## src/rtl/counter_pkg.sv

```systemverilog
// counter_pkg: direction and bound-mode constants shared by the counter slice
package counter_pkg;
    localparam logic CNT_UP    = 1'b1;
    localparam logic CNT_DN    = 1'b0;
    localparam logic MODE_WRAP = 1'b0;
    localparam logic MODE_SAT  = 1'b1;
endpackage

```

## src/rtl/dff_r.sv

```systemverilog
// dff_r: W-bit register with synchronous active-high reset to zero
module dff_r #(
    parameter int W = 1
) (
    input  logic         clk,
    input  logic         rst,
    input  logic [W-1:0] d,
    output logic [W-1:0] q
);
    always_ff @(posedge clk) q <= rst ? '0 : d;
endmodule

```

## src/rtl/updn_mod_counter.sv

```systemverilog
// updn_mod_counter: up/down counter over 0..MAX_VAL with wrap or saturate at the bounds
module updn_mod_counter
    import counter_pkg::*;
#(
    parameter int WIDTH   = 4,
    parameter int MAX_VAL = 2**WIDTH-1
) (
    input  logic             clk,
    input  logic             rst,
    input  logic             clear,
    input  logic             load,
    input  logic [WIDTH-1:0] load_val,
    input  logic             en,
    input  logic             up_dn,
    input  logic             sat_mode,
    output logic [WIDTH-1:0] q,
    output logic             tc,
    output logic             ovf,
    output logic             sat
);
    localparam logic [WIDTH-1:0] MAX = WIDTH'(MAX_VAL);

    logic [WIDTH-1:0] q_d;
    logic             ovf_d, sat_d;
    logic             at_top, at_bot;

    assign at_top = q == MAX;
    assign at_bot = q == '0;
    assign tc     = en & ((up_dn & at_top) | (~up_dn & at_bot));

    always_comb begin
        q_d   = q;
        ovf_d = 1'b0;
        sat_d = 1'b0;
        if (clear)
            q_d = '0;
        else if (load)
            q_d = (load_val > MAX) ? MAX : load_val;
        else if (en && up_dn == CNT_UP) begin
            if (!at_top)
                q_d = q + 1'b1;
            else if (sat_mode == MODE_SAT)
                sat_d = 1'b1;
            else begin
                q_d   = '0;
                ovf_d = 1'b1;
            end
        end else if (en) begin
            if (!at_bot)
                q_d = q - 1'b1;
            else if (sat_mode == MODE_SAT)
                sat_d = 1'b1;
            else begin
                q_d   = MAX;
                ovf_d = 1'b1;
            end
        end
    end

    dff_r #(.W(WIDTH)) u_q (.clk(clk), .rst(rst), .d(q_d), .q(q));
    dff_r #(.W(2)) u_flags (.clk(clk), .rst(rst), .d({ovf_d, sat_d}), .q({ovf, sat}));
endmodule

```

## config.mk

```make
export PLATFORM = sky130hd
export DESIGN_NAME = updn_mod_counter
export DESIGN_NICKNAME = d
export VERILOG_FILES = /design/src/rtl/counter_pkg.sv /design/src/rtl/dff_r.sv /design/src/rtl/updn_mod_counter.sv
export SDC_FILE = /design/constraint.sdc
export NUM_CORES = 1
export LEC_CHECK = 0
export ABC_AREA = 1
export BUFFER_PORTS_ARGS = -buffer_cell sky130_fd_sc_hd__buf_2
export CORE_AREA = 2 2 39 41
export DETAILED_ROUTE_END_ITERATION = 10
export DIE_AREA = 0 0 41 43
export GPL_ROUTABILITY_DRIVEN = 0
export GPL_TIMING_DRIVEN = 0
export PLACE_DENSITY = 0.78
export SLEW_MARGIN = 10
export SYNTH_ARGS = -nofsm -noshare
export SYNTH_HDL_FRONTEND = slang
export SYNTH_SLANG_ARGS = --single-unit
```

## constraint.sdc

```tcl
create_clock -name clk -period 1.37 [get_ports clk]
set_input_delay 0.137 -clock clk [delete_from_list [all_inputs] [get_ports clk]]
set_output_delay 0.137 -clock clk [all_outputs]
set_load 0.005 [all_outputs]
```

==> metrics, run 1 <==
Max clock buf depth=2; Internal=0.371 mW; worst hold path class=in -> reg; Sw Share=0.321; Fillers=129; die height=43 um; combinational share of power=0.355; largest net degree at the start of global routing=9; WP data required=1230 ps; DRT antenna net count=0; full die area=1760 um2; Post-Synth Adder-Cell Area=0.0455; synth warn=0; Most Used Layer, Global Route=met2; 1st-iter DRT viols=15; H-tree Lvls=1; clock share of power=0.287; CTS tree=done; Skew-Pair Late Insertion Delay=240 ps; number of synthesized register bits=6; vias per cell=4.72; Synth Area in Compound Gates=0.118; n_diodes=0; Critical-path top delay cell=dfxtp_4; ys async rst share=0; post-layout net count=130; f_max=731 MHz; post-synth top area share=0.218; Die X=41 um; met2 Resource Use GR=0.269; Synth area leaders=dfxtp_1 22%, nand2_1 20%, inv_1 9.5%; Seq/Total Area, Yosys=0.218; starting density of the core=0.398; Avg WL per Cell=10.3 um; Post-Syn Area=551 um2; clock sinks=6; Final min period=1370 ps; Power Density=689 nW/um2; footprint of the multi-input gates=395 um2; initial antenna violation count=0; Worst-Margin Slew=310 ps; WS Path Type=reg -> out; Root Buffer=clkbuf_4; Post-Layout Cell Count=131; Top FF cell, synth=dfxtp_1; post-synthesis mux area share=0; count of final hold-check violations=0; Num CTS Buffers=3; VDD IR-drop max=0.501 mV; GRT Total Usage=0.186; Remaining DRCs=0; Cells after DPL=120; grt ovf=0; CP cell instances=inv_2, ha_4, nand2_4, o31ai_4, buf_2; Storage cell area=129 um2; max_cap viols=0; Leakage=0.413 nW; core outline area=1380 um2; worst slack, placed=-52.5 ps; Netlist cell types=19; Detailed Routing Iterations Pass 1=4; # rows=14; Synth Net Count=101; largest family of logic cells by synthesized area=simple AND/OR/NAND/NOR gates; period utilization=0.998; Post-synth EDFFs=0; share of layout cells above drive strength 1=0.461; P&R area growth vs syn=43.9%; post-DP HPWL=912 um; crit path max fanout=4; GRT met1 Usage=0.261; Setup crit end kind=output pin; Simple-Gate Fraction of Synth Area=0.475; grt met3 use=0.0785; Critical Path AT=1230 ps; post-synth top area cell=dfxtp_1; RSZ-0062 raised after global routing=true; via count=618; final setup vio count=0; IO Pins=18; Power Total=0.546 mW; CP startpoint kind=register; vias in the first global route=569; setup ws final=2.31 ps; sw power=0.175 mW; total wire length=1350 um; Slew Limit Fails=0; Final Skew=3.89 ps; Flop pwr share=0.358; global-route wire length before repair=2300 um; outcome=complete, no violations; Worst slew margin=0.793; crit-path max cell delay=360 ps; IO Port Bufs=16; Avg Inst Size Synth=6.26 um2; Clock transition at path regs=40 ps; total negative slack=0 ps; post-synthesis cell count=88; XOR/XNOR share of the synthesized area=0
==> cell usage after synthesis (2+ instances only) <==
cell     number
nand2_2       3
a21oi_1       4
nand3_2       2
nor2_2        2
buf_6         2
nand4_1       2
nor2_1        8
inv_1        14
nand2_1      29
o21ai_0       2
nand3_1       6
dfxtp_1       6
ha_1          2
==> per-stage QoR <==
step	cell area (um2)	hold WS, ps	utilization
after global placement	651	311	0.470
final	792	71.8	0.572
after detailed placement	651	317	0.470
after CTS	767	69.1	0.554
after floorplan	551	209	-
after global routing	792	58.1	0.572
==> worst paths after layout <==
path / endpoint / depth (start not counted) / slack [ps] / start
setup / recovery: tc / 5 / 2 / u_q.q[1]$_SDFFE_PP0P_
hold / removal: u_flags.q[1]$_SDFF_PP0_ / 2 / 70 / sat_mode
setup reg to reg: u_q.q[3]$_SDFFE_PP0P_ / 8 / 70 / u_q.q[0]$_SDFFE_PP0P_
hold reg to reg: u_q.q[3]$_SDFFE_PP0P_ / 4 / 650 / u_q.q[3]$_SDFFE_PP0P_
==> metal layers <==
metal,up-vias,share of wire
met2,14,0.48
li1,330,-
met1,274,0.47
met5,-,0
met4,0,0
met3,0,0.046
==> flip-flops by register name, summed over array words and instances (netlist names) <==
register / flops
u_q.q: 4
u_flags.q: 2
==> logic make-up (layout without fill, tap and decap cells) <==
family	after synthesis	after routing
compound gates	9	9
flops	6	6
fa+ha+maj	2	2
buf+inv	17	44
simple gates	54	54
==> critical path, delay by kind of cell (launching register included) <==
family / cells / cell delay [ps]
compound gates: 1 / 200
fa+ha+maj: 1 / 150
buf+inv: 2 / 220
flops: 1 / 360
simple gates: 1 / 60
==> layout make-up <==
type | count | area share
plain buffers | 2 | 0.0284
repair buffers | 24 | 0.182
flip-flops and latches | 6 | 0.163
multi-input cells | 65 | 0.499
well taps | 16 | 0.0253
clock buffers | 3 | 0.0284
inverters | 15 | 0.0742
==> power by group through the flow <==
stage / Clock (mW) / Combinational, mW / Sequential [mW]
floorplan: 0 / 0.109 / 0.195
global placement: 0 / 0.147 / 0.196
detailed placement: 0 / 0.150 / 0.197
CTS: 0.163 / 0.180 / 0.195
global route: 0.181 / 0.217 / 0.196
finish: 0.157 / 0.194 / 0.195
==> cells in the final DEF (no fill, tap or decap), types with 4 or more instances in the layout <==
cell type / Yosys / routed
nor2_1: 8 / 7
buf_2: 0 / 16
inv_1: 14 / 10
nand3_1: 6 / 6
inv_2: 1 / 4
nand2_1: 29 / 28
buf_4: 0 / 7
==> what timing repair did <==
item	in CTS	in global routing
pin swaps	2	5
setup endpoints to repair	5	5
setup buffers	6	2
gates resized for setup	16	4
hold buffers	0	0
Power figures use the tool's default switching activity.
==> run 2: changes to the inputs <==
==> constraint.sdc (replaced) <==
create_clock -name clk -period 1.3 [get_ports clk]
set_input_delay 0.065 -clock clk [delete_from_list [all_inputs] [get_ports clk]]
set_output_delay 0.065 -clock clk [all_outputs]
set_load 0.005 [all_outputs]
==> metrics, run 2 (synthesized netlist as in run 1, its figures left out) <==
GRT Total Usage=0.186 (unchanged); Remaining DRCs=0 (unchanged); Num CTS Buffers=3 (unchanged); commonest non-fill, non-tap cell in the layout=nand2_1; commonest non-fill, non-tap cells in the layout=27 x nand2_1, 16 x buf_2, 10 x inv_1; starting density of the core=0.398 (unchanged); post-layout net count=132 (+1.5%); total negative slack=0 ps (unchanged); Worst slew margin=0.789 (-0.00343); met2 Resource Use GR=0.269 (unchanged); crit path max fanout=7 (+3); Skew-Pair Late Insertion Delay=240 ps (about the same); CTS tree=done; VDD IR-drop max=0.527 mV (+5.4%); Worst-Margin Slew=315 ps (+5.12 ps); die height=43 um (unchanged); Setup crit end kind=register; crit-path max cell delay=380 ps (+20 ps); Fillers=128 (-0.78%); Largest register FFs=4 (unchanged); full die area=1760 um2 (unchanged); grt ovf=0 (unchanged); Die X=41 um (unchanged); P&R area growth vs syn=47.5%; Most Used Layer, Global Route=met2; Slew Limit Fails=0 (unchanged); WS Path Type=reg -> reg; total wire length=1410 um (+4.4%); vias per cell=4.77 (+1.0%); Leakage=0.427 nW (+3.3%); max_cap viols=0 (unchanged); Critical-path top delay cell=dfxtp_4; worst hold path class=in -> reg; # rows=14 (unchanged); Top Registers=u_q.q: 4 flops, u_flags.q: 2 flops; WP data required=1470 ps (+240 ps); H-tree Lvls=1 (unchanged); post-DP HPWL=912 um (unchanged); final setup vio count=0 (unchanged); IO Port Bufs=16 (unchanged); largest net degree at the start of global routing=9 (unchanged); footprint of the multi-input gates=398 um2 (+0.63%); GRT met1 Usage=0.261 (unchanged); Final Skew=3.89 ps (+0.000110 ps); grt met3 use=0.0785 (unchanged); CP cell instances=inv_4, ha_4, buf_6, nand4_1, nand3_4, inv_2, nand2_1, a21oi_1; n_diodes=0 (unchanged); global-route wire length before repair=2300 um (unchanged); Final min period=1290 ps; Storage cell area=129 um2 (unchanged); Critical Path AT=1470 ps (+240 ps); share of layout cells above drive strength 1=0.479 (+0.0178); f_max=773 MHz; core outline area=1380 um2 (unchanged); Biggest register=u_q.q; Root Buffer=clkbuf_4; Power Density=715 nW/um2 (+3.7%); IO Pins=18 (unchanged); RSZ-0062 raised after global routing=true; Avg WL per Cell=10.6 um (+2.8%); period utilization=0.996; final core utilization=0.587 (+0.0145); vias in the first global route=569 (unchanged); count of final hold-check violations=0 (unchanged); Clock transition at path regs=40 ps (about the same); Max clock buf depth=2 (unchanged); outcome=complete, no violations; Detailed Routing Iterations Pass 1=4 (unchanged); 1st-iter DRT viols=13 (-2); CP bufs+invs=3 (+1); clock sinks=6 (unchanged); DRT antenna net count=0 (unchanged); CP startpoint kind=register; via count=634 (+2.6%); Largest delay share family, worst path=flip-flops; initial antenna violation count=0 (unchanged)
==> run 2: cell count changes in the layout (fill, tap and decap cells not counted) <==
cell and change:
nand2_1 -1, nand2_4 -1, buf_4 +1, nand3_1 -1, dlygate4sd3_1 +1, nand2_2 +2, nand3_2 +1
==> run 2: routing by layer <==
layer / vias to the layer above / wire [um] / part of all wire
met1: 281 / 630 / 0.45
met2: 18 / 698 / 0.50
met3: 0 / 79 / 0.056
met5: - / 0 / 0
met4: 0 / 0 / 0
li1: 335 / - / -
==> run 2: worst paths after layout <==
path	start	to	slack [ps]	depth (start not counted)
max	u_q.q[0]$_SDFFE_PP0P_	u_q.q[2]$_SDFFE_PP0P_	6	8
min	rst	u_q.q[0]$_SDFFE_PP0P_	130	4
max reg2reg	u_q.q[0]$_SDFFE_PP0P_	u_q.q[2]$_SDFFE_PP0P_	6	8
min reg2reg	u_q.q[3]$_SDFFE_PP0P_	u_q.q[3]$_SDFFE_PP0P_	650	4
==> run 2: layout make-up <==
type	count	area share
repair buffers	26	0.199
multi-input cells	65	0.490
inverters	15	0.0724
clock buffers	3	0.0277
well taps	16	0.0247
flip-flops and latches	6	0.159
plain buffers	2	0.0277
==> run 2: metrics by stage <==
stage	cells	worst slack (ps)	instance area (um2)	power, mW	hold slack [ps]
2_1_floorplan	88	17.5	551	0.320	137
3_5_place_dp	120	-122	651	0.366	245
5_1_grt	133	-58.8	812	0.631	140
3_3_place_gp	120	-66.9	651	0.362	239
6_report	133	5.52	812	0.580	126
4_1_cts	130	-10.2	772	0.565	121
==> run 2: report_power, final <==
group          total, mW  internal, mW  switching (mW)
logic              0.209        0.0975           0.112
registers          0.206         0.192          0.0139
clock network      0.165         0.104          0.0614
==> run 2: what timing repair did <==
action                                  in CTS  in global routing
hold endpoints to repair                     1                  0
hold buffers                                 1                  0
endpoints found under the setup margin       7                  5
resized for setup                           15                  6
pin swaps                                    2                  6
buffers inserted                             6                  3
==> run 2: worst reg2reg max path: stages, from the launching register on <==
cell and delay, ps:
dfxtp_4 380, inv_4 50, ha_4 160, buf_6 120, nand4_1 130, nand3_4 130, inv_2 70, nand2_1 50
a21oi_1 130
==> run 3: changes to the inputs <==
--- a/config.mk
+++ b/config.mk
@@ -12,8 +12,9 @@
 export DIE_AREA = 0 0 41 43
 export GPL_ROUTABILITY_DRIVEN = 0
 export GPL_TIMING_DRIVEN = 0
-export PLACE_DENSITY = 0.78
+export PLACE_DENSITY = 0.77
 export SLEW_MARGIN = 10
 export SYNTH_ARGS = -nofsm -noshare
 export SYNTH_HDL_FRONTEND = slang
+export SYNTH_HIERARCHICAL = 1
 export SYNTH_SLANG_ARGS = --single-unit
==> metrics, run 3 <==
outcome=complete, but fails checks; failing checks=negative setup slack; IO Port Bufs=17 (+1); H-tree Lvls=1 (unchanged); clock share of power=0.270 (-0.015); IO Pins=18 (unchanged); r2r worst-path depth=11 (+3); Setup crit end kind=register; post-synth top area share=0.222 (+0.00404); Power Density=722 nW/um2 (+1.0%); Top Registers=u_q/q: 4 flops, u_flags/q: 2 flops; n_diodes=0 (unchanged); Levels on crit path=11 (+3); CP startpoint kind=register; count of final hold-check violations=0 (unchanged); end of the critical path=u_q/q[0]$_SDFF_PP0_; Critical-path top delay cell=dfxtp_4; Post-DP Area=651 um2 (unchanged); Leakage=0.398 nW (-6.7%); most frequent cells after synthesis=13 x inv_1, 12 x nand2_1, 10 x nor2_1; via count=674 (+6.3%); CTS tree=done; VDD IR-drop max=0.828 mV (+57%); full die area=1760 um2 (unchanged); clock sinks=6 (unchanged); Post-synth EDFFs=0 (unchanged); Die X=41 um (unchanged); Slew Limit Fails=0 (unchanged); share of layout cells above drive strength 1=0.500 (+0.0214); Most common cell on crit path=nor2_2; Remaining DRCs=0 (unchanged); commonest non-fill, non-tap cells in the layout=17 x buf_2, 11 x nand2_1, 11 x inv_1; final setup vio count=6 (+6); Worst slew margin=0.861 (+0.0715); largest net degree at the start of global routing=9 (unchanged); Fin Hold WS=47.1 ps (-79.3 ps); starting density of the core=0.391 (-0.00723); most frequent cell after synthesis=inv_1; Avg WL per Cell=12.4 um (+17%); worst hold path class=in -> reg; GRT Total Usage=0.215 (+0.0287); Flop pwr share=0.342 (-0.012); DRT antenna net count=0 (unchanged); WP data required=1470 ps (about the same); Largest register FFs=4 (unchanged); CP startpoint=u_q/q[0]$_SDFF_PP0_; period utilization=1.07 (+0.0777); post-DP HPWL=1100 um (+21%); Skew-Pair Late Insertion Delay=230 ps (about the same); Max clock buf depth=2 (unchanged); number of synthesized register bits=6 (unchanged); Sw Share=0.338 (+0.0158); f_max=717 MHz (-7.2%); global-route wire length before repair=2700 um (+17%); Num CTS Buffers=3 (unchanged); ys async rst share=0 (unchanged); Top FF cell, synth=dfxtp_1; total wire length=1640 um (+16%); WS Path Type=reg -> reg; Worst-Margin Slew=207 ps (-108 ps); RR Endpoint=u_q/q[0]$_SDFF_PP0_; CP bufs+invs=3 (unchanged); CP cell instances=inv_4, ha_4, nand2_2, nor2_2, nor2_2, inv_2, nand2_1, nand3_1, a21oi_2, inv_1, nor2_1; post-synth top area cell=dfxtp_1; Final min period=1400 ps (+101 ps); Root Buffer=clkbuf_4; Largest delay share family, worst path=simple AND/OR/NAND/NOR gates; Avg Inst Size Synth=6.01 um2 (-4.0%); Internal=0.394 mW (+0.17%); 1st-iter DRT viols=16 (+3); P&R area growth vs syn=52.5%; CTS Hold Bufs=0 (-1); Final Skew=3.14 ps (-0.745 ps); Synth Net Count=103 (+2.0%); core outline area=1380 um2 (unchanged); crit-path max cell delay=380 ps (about the same); Post-Syn Area=541 um2 (-1.8%); crit path max fanout=4 (-3); post-synthesis cell count=90 (+2.3%); commonest non-fill, non-tap cell in the layout=buf_2; setup ws final=-95.4 ps (-101 ps); vias per cell=5.11 (+7.1%); flop-to-flop setup slack=-100 ps (-100 ps); post-layout net count=131 (-0.76%); Netlist cell types=19 (unchanged); Worst R2R Start=u_q/q[0]$_SDFF_PP0_; synth warn=6 (+6); Clock transition at path regs=40 ps (about the same); max_cap viols=0 (unchanged); combinational share of power=0.388 (+0.027); Detailed Routing Iterations Pass 1=4 (unchanged); # rows=14 (unchanged); sw power=0.201 mW (+7.6%); Critical Path AT=1560 ps (+90 ps); Seq/Total Area, Yosys=0.222 (+0.00404); RSZ-0062 raised after global routing=true; grt ovf=0 (unchanged); Final Instance Area=825 um2 (+1.5%); Biggest register=u_q/q; initial antenna violation count=0 (unchanged); Synth area leaders=dfxtp_1 22%, inv_1 9.0%, o21ai_0 8.3%; vias in the first global route=694 (+22%); die height=43 um (unchanged)
[run 3: per-layer routing]
layer / share of wire / GRT usage
met1: 0.39 / 0.231
met2: 0.57 / 0.375
met3: 0.024 / 0.0471
met4: 0.0073 / 0.0867
met5: 0 / 0
[run 3: logic make-up (layout without fill, tap and decap cells)]
| group | count (synthesis) | count (layout) | share of synthesized area |
|---|---|---|---|
| buf+inv | 20 | 46 | 0.139 |
| compound gates | 21 | 21 | 0.213 |
| flops | 6 | 6 | 0.222 |
| simple gates | 41 | 41 | 0.380 |
| fa+ha+maj | 2 | 2 | 0.0463 |
[run 3: power groups by stage]
| stage | registers, mW | logic [mW] | clock network (mW) |
|---|---|---|---|
| after floorplan | 0.206 | 0.103 | 0 |
| after global placement | 0.207 | 0.153 | 0 |
| after detailed placement | 0.207 | 0.159 | 0 |
| after CTS | 0.201 | 0.203 | 0.167 |
| after global routing | 0.204 | 0.252 | 0.185 |
| final | 0.204 | 0.231 | 0.161 |
[run 3: layout make-up]
cell class	instances	area, um2
Fill cell	121	559
Multi-Input combinational cell	64	440
Timing Repair Buffer	23	130
Sequential cell	6	129
Inverter	20	82.6
Clock buffer	3	22.5
Tap cell	16	20.0
[run 3: how the worst min path moves through the flow]
stage	startpoint	to	slack (ps)	cells past startpoint
2_1_floorplan	rst	u_q/q[0]$_SDFF_PP0_	130	1
3_3_place_gp	rst	u_q/q[1]$_SDFF_PP0_	290	2
3_5_place_dp	rst	u_q/q[0]$_SDFF_PP0_	290	2
4_1_cts	rst	u_q/q[0]$_SDFF_PP0_	40	2
5_1_grt	rst	u_q/q[0]$_SDFF_PP0_	40	2
6_report	rst	u_q/q[3]$_SDFF_PP0_	50	2
[run 3: metrics by stage]
step	total power [mW]	instances	TNS (ps)	setup slack, ps	util
2_1_floorplan	0.309	90	0	0.550	-
5_1_grt	0.641	132	-1120	-190	0.596
6_report	0.595	132	-445	-95.4	0.596
4_1_cts	0.571	131	-409	-125	0.557
3_3_place_gp	0.360	123	-998	-245	0.470
3_5_place_dp	0.366	123	-1230	-311	0.470
[run 3: what timing repair did]
| item | in CTS | in global routing |
|---|---|---|
| gates resized for setup | 17 | 10 |
| setup buffers | 5 | 1 |
| setup endpoints to repair | 7 | 7 |
| pin swaps | 2 | 6 |
